`src/rtl/spi_slave.sv`:
```
// SPI responder: 8-bit, MSB-first, cpol/cpha selectable. Pins are oversampled
// in the system clock domain. Received bytes are presented on a byte-wide
// valid interface, and one response byte can be preloaded into a holding buffer.
module spi_slave #(
  parameter int SYNC_STAGES = 2
) (
  input  logic       i_clk,
  input  logic       i_rst,
  input  logic       i_cpol,
  input  logic       i_cpha,
  input  logic       i_sck,
  input  logic       i_ss,
  input  logic       i_mosi,
  output logic       o_miso,
  input  logic [7:0] i_tx_byte,
  input  logic       i_tx_load,
  output logic       o_tx_ready,
  output logic [7:0] o_rx_byte,
  output logic       o_rx_valid,
  output logic       o_busy
);

  typedef enum logic {S_IDLE = 1'b0, S_ACTIVE = 1'b1} state_t;

  state_t r_state, w_state_nxt;

  logic [SYNC_STAGES-1:0] r_sck_sync, r_ss_sync, r_mosi_sync, r_flush;
  logic       r_sck_q, r_armed;
  logic [2:0] r_bit_cnt;
  logic [7:0] r_rx_shift, r_tx_shift, r_tx_buf, r_rx_byte;
  logic       r_tx_ready, r_rx_valid, r_miso;

  logic w_sck_s, w_ss_s, w_mosi_s, w_sync_ok;
  logic w_edge, w_lead, w_trail, w_sample, w_drive;
  logic w_start, w_done, w_byte_start, w_accept;
  logic [7:0] w_tx_data;

  assign w_sck_s   = r_sck_sync[SYNC_STAGES-1];
  assign w_ss_s    = r_ss_sync[SYNC_STAGES-1];
  assign w_mosi_s  = r_mosi_sync[SYNC_STAGES-1];
  // Synchronizer contents are only real pin samples once the chain has flushed.
  assign w_sync_ok = r_flush[SYNC_STAGES-1];

  assign w_edge   = w_sck_s != r_sck_q;
  assign w_lead   = w_edge && (w_sck_s != i_cpol);
  assign w_trail  = w_edge && (w_sck_s == i_cpol);
  assign w_sample = i_cpha ? w_trail : w_lead;
  assign w_drive  = i_cpha ? w_lead  : w_trail;

  // An empty buffer at byte start sends zeros.
  assign w_tx_data    = r_tx_ready ? 8'h00 : r_tx_buf;
  assign w_accept     = i_tx_load && r_tx_ready;
  assign w_byte_start = w_start || (w_done && !w_ss_s);

  assign o_miso     = r_miso;
  assign o_tx_ready = r_tx_ready;
  assign o_rx_byte  = r_rx_byte;
  assign o_rx_valid = r_rx_valid;
  assign o_busy     = (r_state == S_ACTIVE);

  // Pin synchronizers, sck edge-detect delay and flush tracker.
  always_ff @(posedge i_clk) begin
    if (i_rst) begin
      r_sck_sync  <= {SYNC_STAGES{i_cpol}};
      r_ss_sync   <= '1;
      r_mosi_sync <= '0;
      r_sck_q     <= i_cpol;
      r_flush     <= '0;
    end else begin
      r_sck_sync  <= {r_sck_sync[SYNC_STAGES-2:0], i_sck};
      r_ss_sync   <= {r_ss_sync[SYNC_STAGES-2:0], i_ss};
      r_mosi_sync <= {r_mosi_sync[SYNC_STAGES-2:0], i_mosi};
      r_sck_q     <= w_sck_s;
      r_flush     <= {r_flush[SYNC_STAGES-2:0], 1'b1};
    end
  end

  // A frame may start only after ss has genuinely been seen high.
  always_ff @(posedge i_clk) begin
    if (i_rst)                      r_armed <= 1'b0;
    else if (w_start)               r_armed <= 1'b0;
    else if (w_sync_ok && w_ss_s)   r_armed <= 1'b1;
  end

  // FSM state register.
  always_ff @(posedge i_clk) begin
    if (i_rst) r_state <= S_IDLE;
    else       r_state <= w_state_nxt;
  end

  // Next state plus frame-start / byte-complete strobes.
  always_comb begin
    w_state_nxt = r_state;
    w_start     = 1'b0;
    w_done      = 1'b0;
    case (r_state)
      S_IDLE: begin
        if (r_armed && !w_ss_s) begin
          w_start     = 1'b1;
          w_state_nxt = S_ACTIVE;
        end
      end
      S_ACTIVE: begin
        w_done = w_sample && (r_bit_cnt == 3'd7);
        if (w_ss_s) w_state_nxt = S_IDLE;
      end
      default: w_state_nxt = S_IDLE;
    endcase
  end

  // Holding buffer: a load wins over consumption so an empty-buffer start
  // still keeps a byte loaded in the same cycle.
  always_ff @(posedge i_clk) begin
    if (i_rst) begin
      r_tx_buf   <= 8'h00;
      r_tx_ready <= 1'b1;
    end else if (w_accept) begin
      r_tx_buf   <= i_tx_byte;
      r_tx_ready <= 1'b0;
    end else if (w_byte_start) begin
      r_tx_ready <= 1'b1;
    end
  end

  // Shift datapath: receive on sample edges, present next bit on drive edges.
  always_ff @(posedge i_clk) begin
    if (i_rst) begin
      r_bit_cnt  <= 3'd0;
      r_rx_shift <= 8'h00;
      r_tx_shift <= 8'h00;
      r_rx_byte  <= 8'h00;
      r_rx_valid <= 1'b0;
      r_miso     <= 1'b0;
    end else begin
      r_rx_valid <= w_done;
      if (w_done) r_rx_byte <= {r_rx_shift[6:0], w_mosi_s};
      if (w_start) begin
        r_bit_cnt <= 3'd0;
        // cpha=0 presents bit7 immediately; cpha=1 waits for the leading edge.
        if (i_cpha) begin
          r_tx_shift <= w_tx_data;
          r_miso     <= 1'b0;
        end else begin
          r_tx_shift <= {w_tx_data[6:0], 1'b0};
          r_miso     <= w_tx_data[7];
        end
      end else if (r_state == S_ACTIVE && !w_ss_s) begin
        if (w_sample) begin
          r_rx_shift <= {r_rx_shift[6:0], w_mosi_s};
          r_bit_cnt  <= r_bit_cnt + 3'd1;
        end
        // New byte is loaded unshifted; the next drive edge presents its bit7.
        if (w_done) begin
          r_tx_shift <= w_tx_data;
        end else if (w_drive) begin
          r_miso     <= r_tx_shift[7];
          r_tx_shift <= {r_tx_shift[6:0], 1'b0};
        end
      end else begin
        r_bit_cnt <= 3'd0;
        r_miso    <= 1'b0;
      end
    end
  end

endmodule

```
`config.mk`:
```
export PLATFORM = sky130hd
export DESIGN_NAME = spi_slave
export DESIGN_NICKNAME = d
export VERILOG_FILES = /design/src/rtl/spi_slave.sv
export SDC_FILE = /design/constraint.sdc
export NUM_CORES = 1
export LEC_CHECK = 0
export ABC_AREA = 1
export CORE_MARGIN = 8
export CORE_UTILIZATION = 58
export DETAILED_ROUTE_END_ITERATION = 6
export GPL_ROUTABILITY_DRIVEN = 0
export PLACE_DENSITY = 0.94
export SYNTH_ARGS = -nofsm -noshare
export SYNTH_HDL_FRONTEND = slang
export SYNTH_SLANG_ARGS = --single-unit
```
`constraint.sdc`:
```
create_clock -name i_clk -period 3.7 [get_ports i_clk]
set_clock_uncertainty 0.15 [all_clocks]
set_input_delay 0.925 -clock i_clk [delete_from_list [all_inputs] [get_ports i_clk]]
set_output_delay 0.925 -clock i_clk [all_outputs]
set_load 0.02 [all_outputs]
```
* Word level (Yosys, flattened, before mapping) *
Cells that the tools add are included.

operators by class
  add/sub/neg operators = 1
  multiply operators = 0
  div/mod/pow operators = 0
  order comparisons = 0
  equality and inequality tests = 6
  shifts and indexed selects = 0
  muxes and demuxes = 23
  bitwise gates (word level) = 3
  reduce and logical (&&, ||, !) cells = 18

operator list
  operator             number
  $mux 8               6
  $mux 1               15
  $logic_and 1x1->1    8
  $ne 3x3->1 const B   2
  $reduce_and 2->1     2
  $reduce_bool 2->1    2
  $add 3x1->3 const B  1
  $eq 3x3->1 const B   1
  $not 1->1            3
  $reduce_and 3->1     1
  $reduce_bool 3->1    1
  $reduce_or 3->1      1
  $mux 2               1
  $ne 1x1->1           2
  $pmux 1 s2           1
  $reduce_or 2->1      1
  $eq 1x1->1           1
  $logic_not 1->1      1
  $logic_or 1x1->1     1

word-level totals
  flip-flop bits (word level) = 48
  latch bits = 0
  bits in writable memories = 0
  memory bits (read-only) = 0
  bits of input ports = 16
  logic and storage cells = 67
  memories kept = 0

* Logic depth before layout (Yosys ltp) *
Gate-level depths: netlist of run 1.

  depth in word-level cells = 9
  mapped depth = 11
  depth with buffers taken out = 11

* Least setup slack after synthesis of run 1 *
Ideal clock, no wire load.

  kind = input-to-reg
  from = in i_cpha
  to = reg r_tx_shift[0]
  setup time = 0.114 ns
  arrival time = 1.715 ns
  data required time = 3.436 ns
  setup slack = 1.721 ns
  stages on the path = 9
  buffers on the path = 1
  cell sequence = buf_2 > nand3_1 > nand2_1 > nor2_1 > nand2_4 > nand2_4 > nand2_1 > nand2_1 > nor2_1

on the way
  word-level cells in the longest chain between the ends = 6
  elaborated cells on any way between the ends = 10
  those cells by class = mux: 7; reduce/logical: 3

ends and longest elaborated chain
  item                  RTL line  text
  from (decl)           10        input logic i_cpha,
  $mux 1                47        assign w_sample = i_cpha ? w_trail : w_lead;
  $logic_and 1x1->1     104       w_done = w_sample && (r_bit_cnt == 3'd7);
  $mux 1                96        case (r_state)
  $mux 8                153       if (w_done) begin
  $mux 8                147       end else if (r_state == S_ACTIVE && !w_ss_s) begin
  $mux 8                137       if (w_start) begin
  to (signal assigned)  141       r_tx_shift <= w_tx_data;
  to (signal assigned)  154       r_tx_shift <= w_tx_data;
  to (signal assigned)  157       r_tx_shift <= {r_tx_shift[6:0], 1'b0};
  to (decl)             30        logic [7:0] r_rx_shift, r_tx_shift, r_tx_buf, r_rx_byte;

Parallel ways exist; a longest one is shown, timed or not. The select of a mux whose other input is x is not followed.
A chain may end at the register's enable or synchronous reset.

* Worst setup path after layout of run 1 *
  from = reg r_tx_ready, in the netlist o_tx_ready
  to = out o_tx_ready

RTL lines
  item                    RTL line  text
  from (decl)             31        logic r_tx_ready, r_rx_valid, r_miso;
  from (signal assigned)  116       r_tx_ready <= 1'b1;
  from (signal assigned)  119       r_tx_ready <= 1'b0;
  from (signal assigned)  121       r_tx_ready <= 1'b1;
  to (decl)               17        output logic o_tx_ready,

No word-level cell between the ends.

==> impl_metrics.toml, run 1 <==
[run_status]
status = "complete, no violations"

[global_routing]
grt_pass1_wl_mm = 8.08
grt_pass1_vias = 1887
track_usage_pct = 16.5
antenna_found_initial = 0
grt-ovfl-total = 0
grt_max_degree = 30

[synth]
synth_ff_type = "dfxtp_1"
synth_top_area_cell = "dfxtp_1"
synthTopCellsByArea = "dfxtp_1, nor2_1, nand2_1"
synthDistinctLibCells = 23
synth-seq-cells = 48
syn_nets = 322
yosysTopAreaCellShare_pct = 45.4
synth_cells = 304
synth_edf_count = 0
mappedNetlistArea_mm2 = 0.00211
postSynthAreaPerCell_um2 = 6.96
synthTopCellsByCount = "nor2_1, nand2_1, dfxtp_1"
yosysMostFrequentCell = "nor2_1"
ys_seq_area_share_pct = 45.4
ys_async_sr_fraction_pct = 0
synth_warnings = 0

[power_and_ir_drop]
pwr_density_cell_mw_per_mm2 = 363
vdd_drop_max_mv = 0.326
power_leakage_nw = 1.19

[timing]
rsz0062_at_grt = "false"
worstMarginPinSlew_ns = 0.688
fmax_mhz = 383
finalCritPeriodShare_pct = 70.6
fin_crit_ns = 2.61
setup_tns_ns = 0
slew_violations = 0
slew_headroom_pct = 54.1
final-hold-violation-count = 0
setup_viol = 0
setup_ws_ns = 1.09

[worst_setup_path]
critPathArrivalTime_ns = 1.54
worstSetupEndpointType = "primary output"
critical_path_class = "flop to primary output"
path_delay_family = "buffers and inverters"
crit_path_max_fanout = 7
critPathRequiredTime_ns = 2.62
crit_chain = "clkdlybuf4s50_1"
critPathBufInv = 1
critPathLaunchType = "flop"
reg2reg_slack_ns = 1.70
slowest_stage = "clkdlybuf4s50_1"
critPathMaxStageDelay_ns = 0.67

[route]
drt-initial-drc-count = 227
final_antenna_net_count = 0
drt_wl_total_mm = 4.73
wire_per_inst_um = 12.4
drt_first_pass_iters = 4
via_per_inst = 5.29
vias = 2009
drc = 0

[place]
pre_cts_slack_ns = 0.798
port_buffers = 27
dpl.hpwl_mm = 3.45

[die]
std_cell_rows = 22
pin_count = 28
coreArea_mm2 = 0.00358
dieArea_mm2 = 0.00583
die_x_um = 76.4
die_y_um = 76.4
start_util_pct = 59.1

[clocking]
postCtsSetupBuffers = 0
ctsHoldBuffers = 0
numClockSinks = 48
path_clk_slew_ns = 0.13
cts_max_path_buffers = 2
cts_root_buf = "clkbuf_4"
htreeDepth = 2
numCtsBuffers = 5
cts_tree = "done"
clock_latency_ns = 0.36
post_cts_resized = 0

[layout]
drive_gt1_share_pct = 7.83
utilization_pct = 69.3
num-fill-cells = 286
synthToLayoutAreaGrowth_pct = 17.3
antenna_cells = 0
layout.nets = 349

[worst_hold_path]
hold_path.class = "flop to flop"

[flow_run]
max_cap_violations = 0
-- power breakdown --
part	total, mW	internal, mW	leakage, nW	switching [mW]
sequential	0.543	0.533	0.392	0.00973
combinational	0.0950	0.0366	0.763	0.0584
clock	0.264	0.0943	0.0386	0.169
-- per-stage QoR --
stage | cell area, um2 | instances | total power [mW] | hold WS (ns)
2_1_floorplan | 2110 | 304 | 0.614 | 0.238
3_3_place_gp | 2410 | 372 | 0.643 | 0.241
3_5_place_dp | 2410 | 372 | 0.647 | 0.247
4_1_cts | 2480 | 380 | 0.902 | 0.268
5_1_grt | 2480 | 380 | 0.938 | 0.292
6_report | 2480 | 380 | 0.901 | 0.268
-- cells by family (layout without fill, tap and decap cells) --
group	Yosys count	after routing	synth area share [%]
flip-flops	48	48	45.4
buffers and inverters	41	69	7.81
AO/OA/AOI/OAI	57	57	13.6
adder cells (fa/ha/maj)	2	2	1.18
AND/OR/NAND/NOR	156	156	32.0
-- state kept, by name, summed over array words and instances (netlist names) --
name	cells
r_flush	2
r_armed	1
o_busy	1
o_rx_byte	8
o_rx_valid	1
o_tx_ready	1
r_ss_sync	2
r_bit_cnt	3
r_sck_q	1
r_rx_shift	7
r_tx_shift	8
r_sck_sync	2
r_tx_buf	8
o_miso	1
r_mosi_sync	2
-- worst paths after layout --
check	depth (start not counted)	to	from
worst min-delay path	2	r_mosi_sync[1]$_SDFF_PP0_	r_mosi_sync[0]$_SDFF_PP0_
worst min register to register	2	r_mosi_sync[1]$_SDFF_PP0_	r_mosi_sync[0]$_SDFF_PP0_
worst max register to register	10	r_tx_shift[5]$_SDFFE_PP0P_	r_bit_cnt[0]$_SDFFE_PP0P_
worst max-delay path	1	o_tx_ready	o_tx_ready$_SDFFE_PP1P_
-- layout by cell type, fill, tap and decap left out, drive strengths merged --
master         instances
clkbuf                 6
nand3b                 2
buf                    2
o211ai                 1
dfxtp                 48
or2                    2
nand2                 56
nor2                  80
nor3                   2
a21oi                 19
o21ai                 37
clkdlybuf4s50         27
nand3                 14
clkinv                 2
inv                   32
ha                     2
-- cell type report --
class | instances | area (um2) | area share, %
clock buffers | 6 | 51.3 | 2.07
repair buffers | 29 | 285 | 11.5
inverters | 32 | 120 | 4.84
clock inverters | 2 | 13.8 | 0.555
flip-flops and latches | 48 | 961 | 38.7
multi-input cells | 215 | 988 | 39.9
well taps | 48 | 60.1 | 2.42
-- metal layers --
metal	up-vias	wire length [um]	global-route usage, %
met5	-	0	0
met4	0	96	6.73
met3	12	324	4.95
met2	85	2340	28.0
met1	906	1970	18.8
li1	1006	-	-
(Power assumes the default switching activity.)
==> run 2, diff against run 1 <==
--- a/config.mk
+++ b/config.mk
@@ -7,10 +7,10 @@
 export LEC_CHECK = 0
 export ABC_AREA = 1
 export CORE_MARGIN = 8
-export CORE_UTILIZATION = 58
+export CORE_UTILIZATION = 49
 export DETAILED_ROUTE_END_ITERATION = 6
 export GPL_ROUTABILITY_DRIVEN = 0
-export PLACE_DENSITY = 0.94
+export PLACE_DENSITY = 0.86
 export SYNTH_ARGS = -nofsm -noshare
 export SYNTH_HDL_FRONTEND = slang
 export SYNTH_SLANG_ARGS = --single-unit
==> constraint.sdc (replaced) <==
create_clock -name i_clk -period 2.35 [get_ports i_clk]
set_clock_uncertainty 0.15 [all_clocks]
set_input_delay 0.5875 -clock i_clk [delete_from_list [all_inputs] [get_ports i_clk]]
set_output_delay 0.5875 -clock i_clk [all_outputs]
set_load 0.02 [all_outputs]
==> impl_metrics.toml, run 2 (synthesized netlist as in run 1, its figures left out) <==
[run_status]
status = "complete, no violations"

[die]
die_x_um = 81.7
start_util_pct = 49.6
pin_count = 28
std_cell_rows = 24
dieArea_mm2 = 0.00667
coreArea_mm2 = 0.00426
die_y_um = 81.7

[clocking]
post_cts_resized = 0
cts_max_path_buffers = 2
clock_latency_ns = 0.30
cts_tree = "done"
numCtsBuffers = 5
cts_root_buf = "clkbuf_8"
path_clk_slew_ns = 0.08
numClockSinks = 48
postCtsSetupBuffers = 0
ctsHoldBuffers = 0
htreeDepth = 2

[layout]
fin_area_mm2 = 0.00261
synthToLayoutAreaGrowth_pct = 23.3
layout.nets = 355
final_cell_mix = "nor2_1, nand2_1, dfxtp_1"
seq_area_um2 = 961
antenna_cells = 0
multi_input_area_um2 = 988
num-fill-cells = 377
layout_commonest_cell = "nor2_1"
drive_gt1_share_pct = 9.20

[flow_run]
max_cap_violations = 0

[timing]
hold_ws_ns = 0.266
worstMarginPinSlew_ns = 0.373
fmax_mhz = 465
finalCritPeriodShare_pct = 91.6
slew_headroom_pct = 75.1
slew_violations = 0
rsz0062_at_grt = "false"
setup_tns_ns = 0
final-hold-violation-count = 0
setup_viol = 0
setup_ws_ns = 0.197
fin_crit_ns = 2.15

[place]
pre_cts_slack_ns = 0.0119
place_area_mm2 = 0.00248
port_buffers = 27
dpl.hpwl_mm = 3.25

[worst_setup_path]
worstSetupEndpointType = "primary output"
cp.depth = 1
slowest_stage = "clkdlybuf4s50_1"
critical_path_class = "flop to primary output"
critPathBufInv = 1
critPathMaxStageDelay_ns = 0.66
r2r_cells = 10
crit_path_max_fanout = 7
path_delay_family = "buffers and inverters"
crit_chain = "clkdlybuf4s50_1"
critPathLaunchType = "flop"
critPathArrivalTime_ns = 1.42
critPathRequiredTime_ns = 1.61

[route]
final_antenna_net_count = 0
drt_wl_total_mm = 4.51
drc = 0
drt-initial-drc-count = 180
drt_first_pass_iters = 4
via_per_inst = 4.98
wire_per_inst_um = 11.6
vias = 1938

[global_routing]
grt_pass1_vias = 1847
track_usage_pct = 14.7
grt-ovfl-total = 0
grt_pass1_wl_mm = 7.94
grt_max_degree = 28
antenna_found_initial = 0

[worst_hold_path]
whs_path_depth = 2
hold_path.class = "flop to flop"

[power_and_ir_drop]
finalPower_mw = 1.69
power_leakage_nw = 1.25
vdd_drop_max_mv = 0.515
pwr_density_cell_mw_per_mm2 = 647
run 2: changes by cell type in the layout (fill, tap and decap cells not counted):
| cell | before | now |
|---|---|---|
| bufinv_16 | 0 | 2 |
| buf_4 | 2 | 7 |
| inv_6 | 1 | 0 |
| clkbuf_4 | 5 | 0 |
| clkbuf_8 | 1 | 5 |
| buf_12 | 0 | 1 |
| clkinv_2 | 1 | 0 |
run 2: tightest hold or removal path, delay by kind of cell, from the launching register on:
| family | cells | cell delay [ns] |
|---|---|---|
| buffers and inverters | 1 | 0.05 |
| and+or+nand+nor | 1 | 0.03 |
| DFF | 1 | 0.30 |
run 2: final cells by class:
type	count	area share, %
Multi-Input combinational cell	215	37.9
Sequential cell	48	36.9
Timing Repair Buffer	35	13.2
Inverter	32	4.61
Clock buffer	5	2.64
Tap cell	52	2.50
Clock inverter	2	2.30
run 2: path summary, 6_finish.rpt:
path / startpoint / slack [ns] / to
max: o_tx_ready$_SDFFE_PP1P_ / 0.20 / o_tx_ready
min: r_flush[0]$_DFF_P_ / 0.27 / r_flush[1]$_SDFF_PP0_
max reg2reg: r_bit_cnt[0]$_SDFFE_PP0P_ / 0.59 / r_tx_shift[1]$_SDFFE_PP0P_
min reg2reg: r_flush[0]$_DFF_P_ / 0.27 / r_flush[1]$_SDFF_PP0_
run 2: per-layer routing:
layer | routed length, um | vias to the layer above | global-route usage [%]
met5 | 0 | - | 0
met4 | 112 | 0 | 6.32
met3 | 212 | 12 | 3.39
met2 | 2210 | 50 | 24.4
met1 | 1980 | 856 | 17.7
li1 | - | 1020 | -
run 2: per-stage QoR:
step,std cells,util [%]
2_1_floorplan,304,-
3_3_place_gp,382,58.1
3_5_place_dp,382,58.1
4_1_cts,389,61.1
5_1_grt,389,61.1
6_report,389,61.1
run 2: where the power goes:
part | leakage, nW | internal, mW | total, mW | switching, mW
combinational | 0.796 | 0.0647 | 0.155 | 0.0906
clock | 0.0642 | 0.419 | 0.680 | 0.262
sequential | 0.392 | 0.838 | 0.852 | 0.0139
